<file path="config.mk">
export PLATFORM = sky130hd
export DESIGN_NAME = pc_seq_flat
export DESIGN_NICKNAME = d
export VERILOG_FILES = /design/src/rtl/pc_seq_if.sv /design/src/rtl/pc_seq.sv /design/src/flat_wrapper.sv
export SDC_FILE = /design/constraint.sdc
export NUM_CORES = 1
export LEC_CHECK = 0
export CAP_MARGIN = 20
export CORE_AREA = 2 2 103 105
export DETAILED_ROUTE_END_ITERATION = 12
export DIE_AREA = 0 0 105 107
export GPL_ROUTABILITY_DRIVEN = 1
export PLACE_DENSITY_LB_ADDON = 0.1
export SYNTH_ARGS = -nofsm -noshare
export SYNTH_HDL_FRONTEND = slang
export SYNTH_SLANG_ARGS = --single-unit
</file>
<file path="constraint.sdc">
create_clock -name clk -period 1.8 [get_ports clk]
set_input_delay 0.36 -clock clk [delete_from_list [all_inputs] [get_ports clk]]
set_output_delay 0.36 -clock clk [all_outputs]
set_load 0.01 [all_outputs]
</file>
<file path="src/rtl/pc_seq_if.sv">
// Fetch-control bundle between the hazard/ID logic (master) and the PC sequencer (slave).
// Exception ports exist only when PC_SEQ_EXC_EN is defined.
interface pc_seq_if;
    logic        stall;
    logic        br_taken;
    logic [31:0] br_target;
    logic        jmp;
    logic [31:0] jmp_target;
    logic [31:0] pc;
    logic [31:0] pc_4;
    logic        pending;
    logic        adel;
`ifdef PC_SEQ_EXC_EN
    logic        exc_req;
    logic        eret;
    logic [31:0] epc;
`endif

`ifdef PC_SEQ_EXC_EN
    modport master (
        output stall, br_taken, br_target, jmp, jmp_target, exc_req, eret, epc,
        input  pc, pc_4, pending, adel
    );
    modport slave (
        input  stall, br_taken, br_target, jmp, jmp_target, exc_req, eret, epc,
        output pc, pc_4, pending, adel
    );
`else
    modport master (
        output stall, br_taken, br_target, jmp, jmp_target,
        input  pc, pc_4, pending, adel
    );
    modport slave (
        input  stall, br_taken, br_target, jmp, jmp_target,
        output pc, pc_4, pending, adel
    );
`endif
endinterface

</file>
<file path="src/rtl/pc_seq.sv">
// Program-counter sequencer: sequential step, branch/jump redirect, and a one-deep
// redirect buffer held across stalls. PC_SEQ_EXC_EN adds exception entry and eret.
module pc_seq (
    input  logic     clk,
    input  logic     reset,
    pc_seq_if.slave  bus
);

    localparam logic [31:0] ResetPc = 32'h0000_3000;
`ifdef PC_SEQ_EXC_EN
    localparam logic [31:0] ExcVec  = 32'h0000_4180;
`endif

    typedef enum logic [0:0] {StRun, StHold} state_e;

    state_e      state_q, state_d;
    logic [31:0] pc_q, pc_d;
    logic [31:0] pend_tgt_q, pend_tgt_d;
    logic        redir;
    logic [31:0] redir_tgt;

    // Redirect select: eret > jmp > br_taken.
    always_comb begin
        redir     = 1'b0;
        redir_tgt = bus.br_target;
`ifdef PC_SEQ_EXC_EN
        if (bus.eret) begin
            redir     = 1'b1;
            redir_tgt = bus.epc;
        end else
`endif
        if (bus.jmp) begin
            redir     = 1'b1;
            redir_tgt = bus.jmp_target;
        end else if (bus.br_taken) begin
            redir     = 1'b1;
            redir_tgt = bus.br_target;
        end
    end

    always_comb begin
        state_d    = state_q;
        pc_d       = pc_q;
        pend_tgt_d = pend_tgt_q;
        unique case (state_q)
            StRun: begin
                if (redir) begin
                    if (bus.stall) begin
                        pend_tgt_d = redir_tgt;
                        state_d    = StHold;
                    end else begin
                        pc_d = redir_tgt;
                    end
                end else if (!bus.stall) begin
                    pc_d = pc_q + 32'd4;
                end
            end
            StHold: begin
                // Redirect inputs are ignored while a target is buffered.
                if (!bus.stall) begin
                    pc_d    = pend_tgt_q;
                    state_d = StRun;
                end
            end
            default: state_d = StRun;
        endcase
`ifdef PC_SEQ_EXC_EN
        if (bus.exc_req) begin
            pc_d       = ExcVec;
            pend_tgt_d = 32'd0;
            state_d    = StRun;
        end
`endif
    end

    always_ff @(posedge clk) begin
        if (!reset) begin
            state_q    <= StRun;
            pc_q       <= ResetPc;
            pend_tgt_q <= 32'd0;
        end else begin
            state_q    <= state_d;
            pc_q       <= pc_d;
            pend_tgt_q <= pend_tgt_d;
        end
    end

    assign bus.pc      = pc_q;
    assign bus.pc_4    = pc_q + 32'd4;
    assign bus.pending = (state_q == StHold);
    assign bus.adel    = (pc_q[1:0] != 2'b00);

endmodule

</file>
<file path="src/flat_wrapper.sv">
// flat-port wrapper written by rule: the top's interface ports become plain ports
module pc_seq_flat 
  (clk, reset, bus_stall, bus_br_taken, bus_br_target, bus_jmp, bus_jmp_target, bus_pc, bus_pc_4, bus_pending, bus_adel);
  pc_seq_if bus_i ();
  input  logic clk;
  input  logic reset;
  input wire logic [$bits(bus_i.stall)-1:0] bus_stall;
  input wire logic [$bits(bus_i.br_taken)-1:0] bus_br_taken;
  input wire logic [$bits(bus_i.br_target)-1:0] bus_br_target;
  input wire logic [$bits(bus_i.jmp)-1:0] bus_jmp;
  input wire logic [$bits(bus_i.jmp_target)-1:0] bus_jmp_target;
  output wire logic [$bits(bus_i.pc)-1:0] bus_pc;
  output wire logic [$bits(bus_i.pc_4)-1:0] bus_pc_4;
  output wire logic [$bits(bus_i.pending)-1:0] bus_pending;
  output wire logic [$bits(bus_i.adel)-1:0] bus_adel;
  assign bus_i.stall = bus_stall;
  assign bus_i.br_taken = bus_br_taken;
  assign bus_i.br_target = bus_br_target;
  assign bus_i.jmp = bus_jmp;
  assign bus_i.jmp_target = bus_jmp_target;
  assign bus_pc = bus_i.pc;
  assign bus_pc_4 = bus_i.pc_4;
  assign bus_pending = bus_i.pending;
  assign bus_adel = bus_i.adel;
  pc_seq u_core (.clk(clk), .reset(reset), .bus(bus_i));
endmodule
</file>
# Word-level counts from Yosys, hierarchy flattened
# Index checks and enable logic that the tools add are counted.
[op_classes] n_addsub=1 eq_ne=2 mux=11 bitwise=1 n_reduce_logical=3
[op_table] op="32-bit two-way mux" n=5
[op_table] op="32-bit one-hot mux with 2 select lines" n=1
[op_table] op="32-bit by 3-bit adder with 32-bit output, second input constant" n=1
[op_table] op="1-bit two-way mux" n=4
[op_table] op="2-bit inequality test, second input constant" n=2
[op_table] op="3-bit AND reduction" n=1
[op_table] op="1-bit one-hot mux with 2 select lines" n=1
[op_table] op="2-bit AND reduction" n=1
[op_table] op="2-bit nonzero test" n=1
[op_table] op="1-bit NOT" n=1
[word_totals] register_bits=65 input_bits=69 output_inout_bits=66 elab_cells=21

# Depth between registers and ports, before layout
[logic_depth] depth_word=4 depth_mapped=7 mapped_depth_nobuf=6

# Least setup slack after synthesis
# No wires, ideal clock.
[synth_path] kind="flip-flop to output port" start="reg u_core.pc_q[2] (netlist: u_core.bus.pc[2])" end="out bus_pc_4[24]" t_arrival_ps=1735 required_time_ps=1440 slack_ps=-295 stages_incl_launch_ff=7 n_path_buf=0 path_cell_list="dfxtp_1 > ha_1 > nand3_1 > nor4_4 > and2_1 > nand4_1 > xnor2_1"
[synth_via] elab_chain_cells=1
[synth_lines] item="from (decl)" line="pc_seq.sv:17" rtl="logic [31:0] pc_q, pc_d;"
[synth_lines] item="from (signal assigned)" line="pc_seq.sv:79" rtl="pc_q <= ResetPc;"
[synth_lines] item="from (signal assigned)" line="pc_seq.sv:83" rtl="pc_q <= pc_d;"
[synth_lines] item="32-bit by 3-bit adder with 32-bit output" line="pc_seq.sv:89" rtl="assign bus.pc_4 = pc_q + 32'd4;"
[synth_lines] item="to (decl)" line="flat_wrapper.sv:13" rtl="output wire logic [$bits(bus_i.pc_4)-1:0] bus_pc_4;"
# Every way passes these cells.

# Final worst setup path
[layout_path] start="reg u_core.pc_q[2] (netlist: u_core.bus.pc[2])" end="out bus_pc_4[31]"
# The elaborated chain is that of the path after synthesis.

==> results by group <==
Power
  – Part of the power in registers: 37.4%
  – Sw Share: between 30% and 40%
  – VDD IR max: 0.0004276 V
  – Int Power: between 0.003 and 0.004 W
  – Net Switching: between 0.001 and 0.0015 W
  – Comb power frac: a little under a third
  – Leakage: 3.723 nW
  – Clock power frac: between 30% and 40%
  – PD cells: 595.6 mW/mm^2

Clocking
  – Clk buf depth: 2
  – Hold_buf cts: 0
  – CTS tree: yes
  – Total CTS buffers: 9
  – H-tree depth: 3
  – Worst-path clk slew: roughly 0.07 ns
  – Skew-Pair Late Insertion Delay: 0.36 ns
  – Root buffer cell: clkbuf_8
  – CTS Sinks: 65

Detailed routing
  – DRT Pass-1 Iters: 5
  – WL final: approximately 16,000 um
  – Total number of vias: between 5,000 and 6,000
  – # DRC: 0
  – Wirelength per Cell: 17.37 um
  – Post-DRT Antenna Nets: 0
  – DRT iter0 DRCs: about 260
  – Vias per cell: ~5.5

Synthesis
  – Ys async rst share: 0%
  – Synth warnings: 0
  – EDFF count, synth: 0
  – Cell area after synthesis: 0.004233 mm^2
  – Cell taking the most area after synthesis: dfxtp_1
  – Post-Syn Nets: slightly below 600
  – Post-Syn Instances: between 500 and 600
  – Most frequent cell after synthesis: dfxtp_1
  – Top post-synthesis cells by area: dfxtp_1 31%, mux2i_1 7.8%, o211a_1 7.8%
  – Syn_area_per_cell: ~8.3 um^2
  – Distinct cells, synth: between 60 and 70
  – Yosys reg bits: 65
  – Top-area cell type share of the netlist area: a little under a third
  – Post-synthesis sequential area ratio: 30.74%
  – Commonest cells in the netlist: 65 x dfxtp_1, 58 x nand2_1, 39 x o21ai_0, 33 x mux2i_1, 33 x o211a_1
  – Main synth FF type: dfxtp_1

STA
  – Final Hold Viols: 0
  – Final worst setup slack: -0.5322 ns
  – Final setup vio count: 32
  – Fin crit period: between 2 and 2.5 ns
  – Tightest Pin Transition: between 0.5 and 0.6 ns
  – Final Cycle Share: 129.6%
  – Unrepaired setup endpoints after global routing: true
  – Slew Viols, Final: 0
  – F_max: 428.8 MHz
  – Setup TNS: -11.53 ns
  – Slew HR: 61.38%
  – Layout Skew: roughly 0.015 ns

Layout
  – Area delta synth->final: 75.55%
  – N_diodes: 0
  – Layout net count: 844
  – Design area: 0.007431 mm^2
  – Layout cell share with drive strength beyond 1: around 38%

Setup path
  – Reg2reg start: u_core.bus.pc[14]
  – CP Capture Type: output pin
  – Crit-path max FO: 5
  – CP startpoint: u_core.bus.pc[2]
  – Arr. time, crit path: between 1.5 and 2 ns
  – Kind of critical path: reg -> out
  – Critical Path RT: around 1.4 ns
  – Crit start category: flip-flop

Placement
  – GP Congestion: between 0.8 and 0.9
  – DP Wirelength: between 10,000 and 15,000 um
  – Placement Cell Area: 0.006703 mm^2
  – Port bufs: 134

Global routing
  – GR Util All Layers: a little over a quarter
  – Vias in the first global route: 4,805
  – Gr ovfl total: 0
  – Initial antenna violation count: 0
  – Largest net degree at the start of global routing: 55
  – First-pass GRT wire length: between 20,000 and 25,000 um

Die
  – Core Rows: 37
  – Boundary Pins: around 140
  – Die Y: roughly 110 um
  – Die area: about 0.011 mm^2
  – Initial core utilization: a little over two fifths
  – Core area: 0.01009 mm^2
  – Die X: approximately 110 um

Status
  – Status: finished with violations
  – Failing checks: setup timing

Hold path
  – Worst hold path class: in -> reg
  – Hold wc startpoint: reset

Run
  – Total of max-cap violations: 0
## logic make-up after synthesis
| logic type | count (synthesis) | synth area share (%) |
|---|---|---|
| AO/OA/AOI/OAI | 165 | 28.58 |
| adder cells (fa/ha/maj) | 1 | 0.2955 |
| buffers and inverters | 67 | 7.508 |
| XOR/XNOR | 28 | 5.794 |
| AND/OR/NAND/NOR | 147 | 19.01 |
| flip-flops | 65 | 30.74 |
| multiplexers | 34 | 8.070 |
## flip-flops by register name, indices dropped and copies added, names as in the netlist
register	count
u_core.bus.pc	32
u_core.bus.pending	1
u_core.pend_tgt_q	32
## worst paths after layout
kind | to | slack [ns] | cells past startpoint
setup / recovery | bus_pc_4[31] | -0.53 | 8
hold reg to reg | u_core.pend_tgt_q[30] | 0.50 | 1
hold / removal | u_core.bus.pc[26] | 0.35 | 3
setup reg to reg | u_core.bus.pc[30] | -0.17 | 9
## cell type report
class | instances | area [um^2]
clock buffer | 11 | 131.4
clock inverter | 5 | 80.08
fill | 798 | 2661
inverter | 24 | 92.59
multi-input combinational | 375 | 3015
sequential | 65 | 1328
tap | 136 | 170.2
timing repair buffer | 299 | 2614
## per-layer routing
layer,vias to the layer above,GRT usage [%],share of wire (%)
met2,195,46.10,49
met1,2409,33.55,43
li1,2382,-,-
met3,41,5.350,6.1
met4,0,7.714,2.3
met5,-,0,0
## placed cells by master (no fill, tap or decap), types with 6 or more instances in the layout
cell / count
a22oi_1: 9
a21oi_1: 24
inv_1: 22
dlygate4sd2_1: 6
clkdlybuf4s50_1: 87
dfxtp_1: 48
nand3_1: 9
clkbuf_8: 9
nand4_1: 6
and2_1: 6
o21ai_0: 35
buf_4: 134
o211a_1: 33
nand2_1: 53
dfxtp_2: 15
a221oi_1: 11
buf_6: 29
buf_2: 28
xnor2_2: 14
dlymetal6s2s_1: 11
mux2i_1: 33
nor2b_1: 6
nor2_1: 16
## power groups by stage
stage	registers, W	clock network, W	logic (W)
after floorplan	0.00173	0	0.000556
after global placement	0.00167	0	0.00135
after detailed placement	0.00168	0	0.00137
after CTS	0.00165	0.00140	0.00133
after global routing	0.00167	0.00147	0.00148
final	0.00165	0.00139	0.00138
## critical path, stage by stage (launching register included)
cell and delay, ns:
dfxtp_4 0.37, buf_6 0.10, nand4_1 0.23, nor2_2 0.21, buf_6 0.15, nand3_4 0.06
or2_4 0.26, xnor2_4 0.13, buf_6 0.12
## stage by stage
stage,cells,hold WS [ns],power (W),setup WS (ns),util [%]
after detailed placement,871,0.4857,0.003049,-0.6309,66.41
after floorplan,507,0.4671,0.002284,-0.1281,-
after CTS,904,0.3357,0.004381,-0.5533,70.67
after global placement,871,0.4760,0.003015,-0.5309,66.41
after global routing,915,0.3418,0.004614,-0.6086,73.63
final,915,0.3485,0.004426,-0.5322,73.63
## what timing repair did
action                                  4_1_cts  5_1_grt
setup buffers                                19       19
cloned                                        0        1
gates resized for setup                     168       59
endpoints found under the setup margin       39       55
pin swaps                                    34       36
Note: power is estimated with default switching activity, not from simulation.
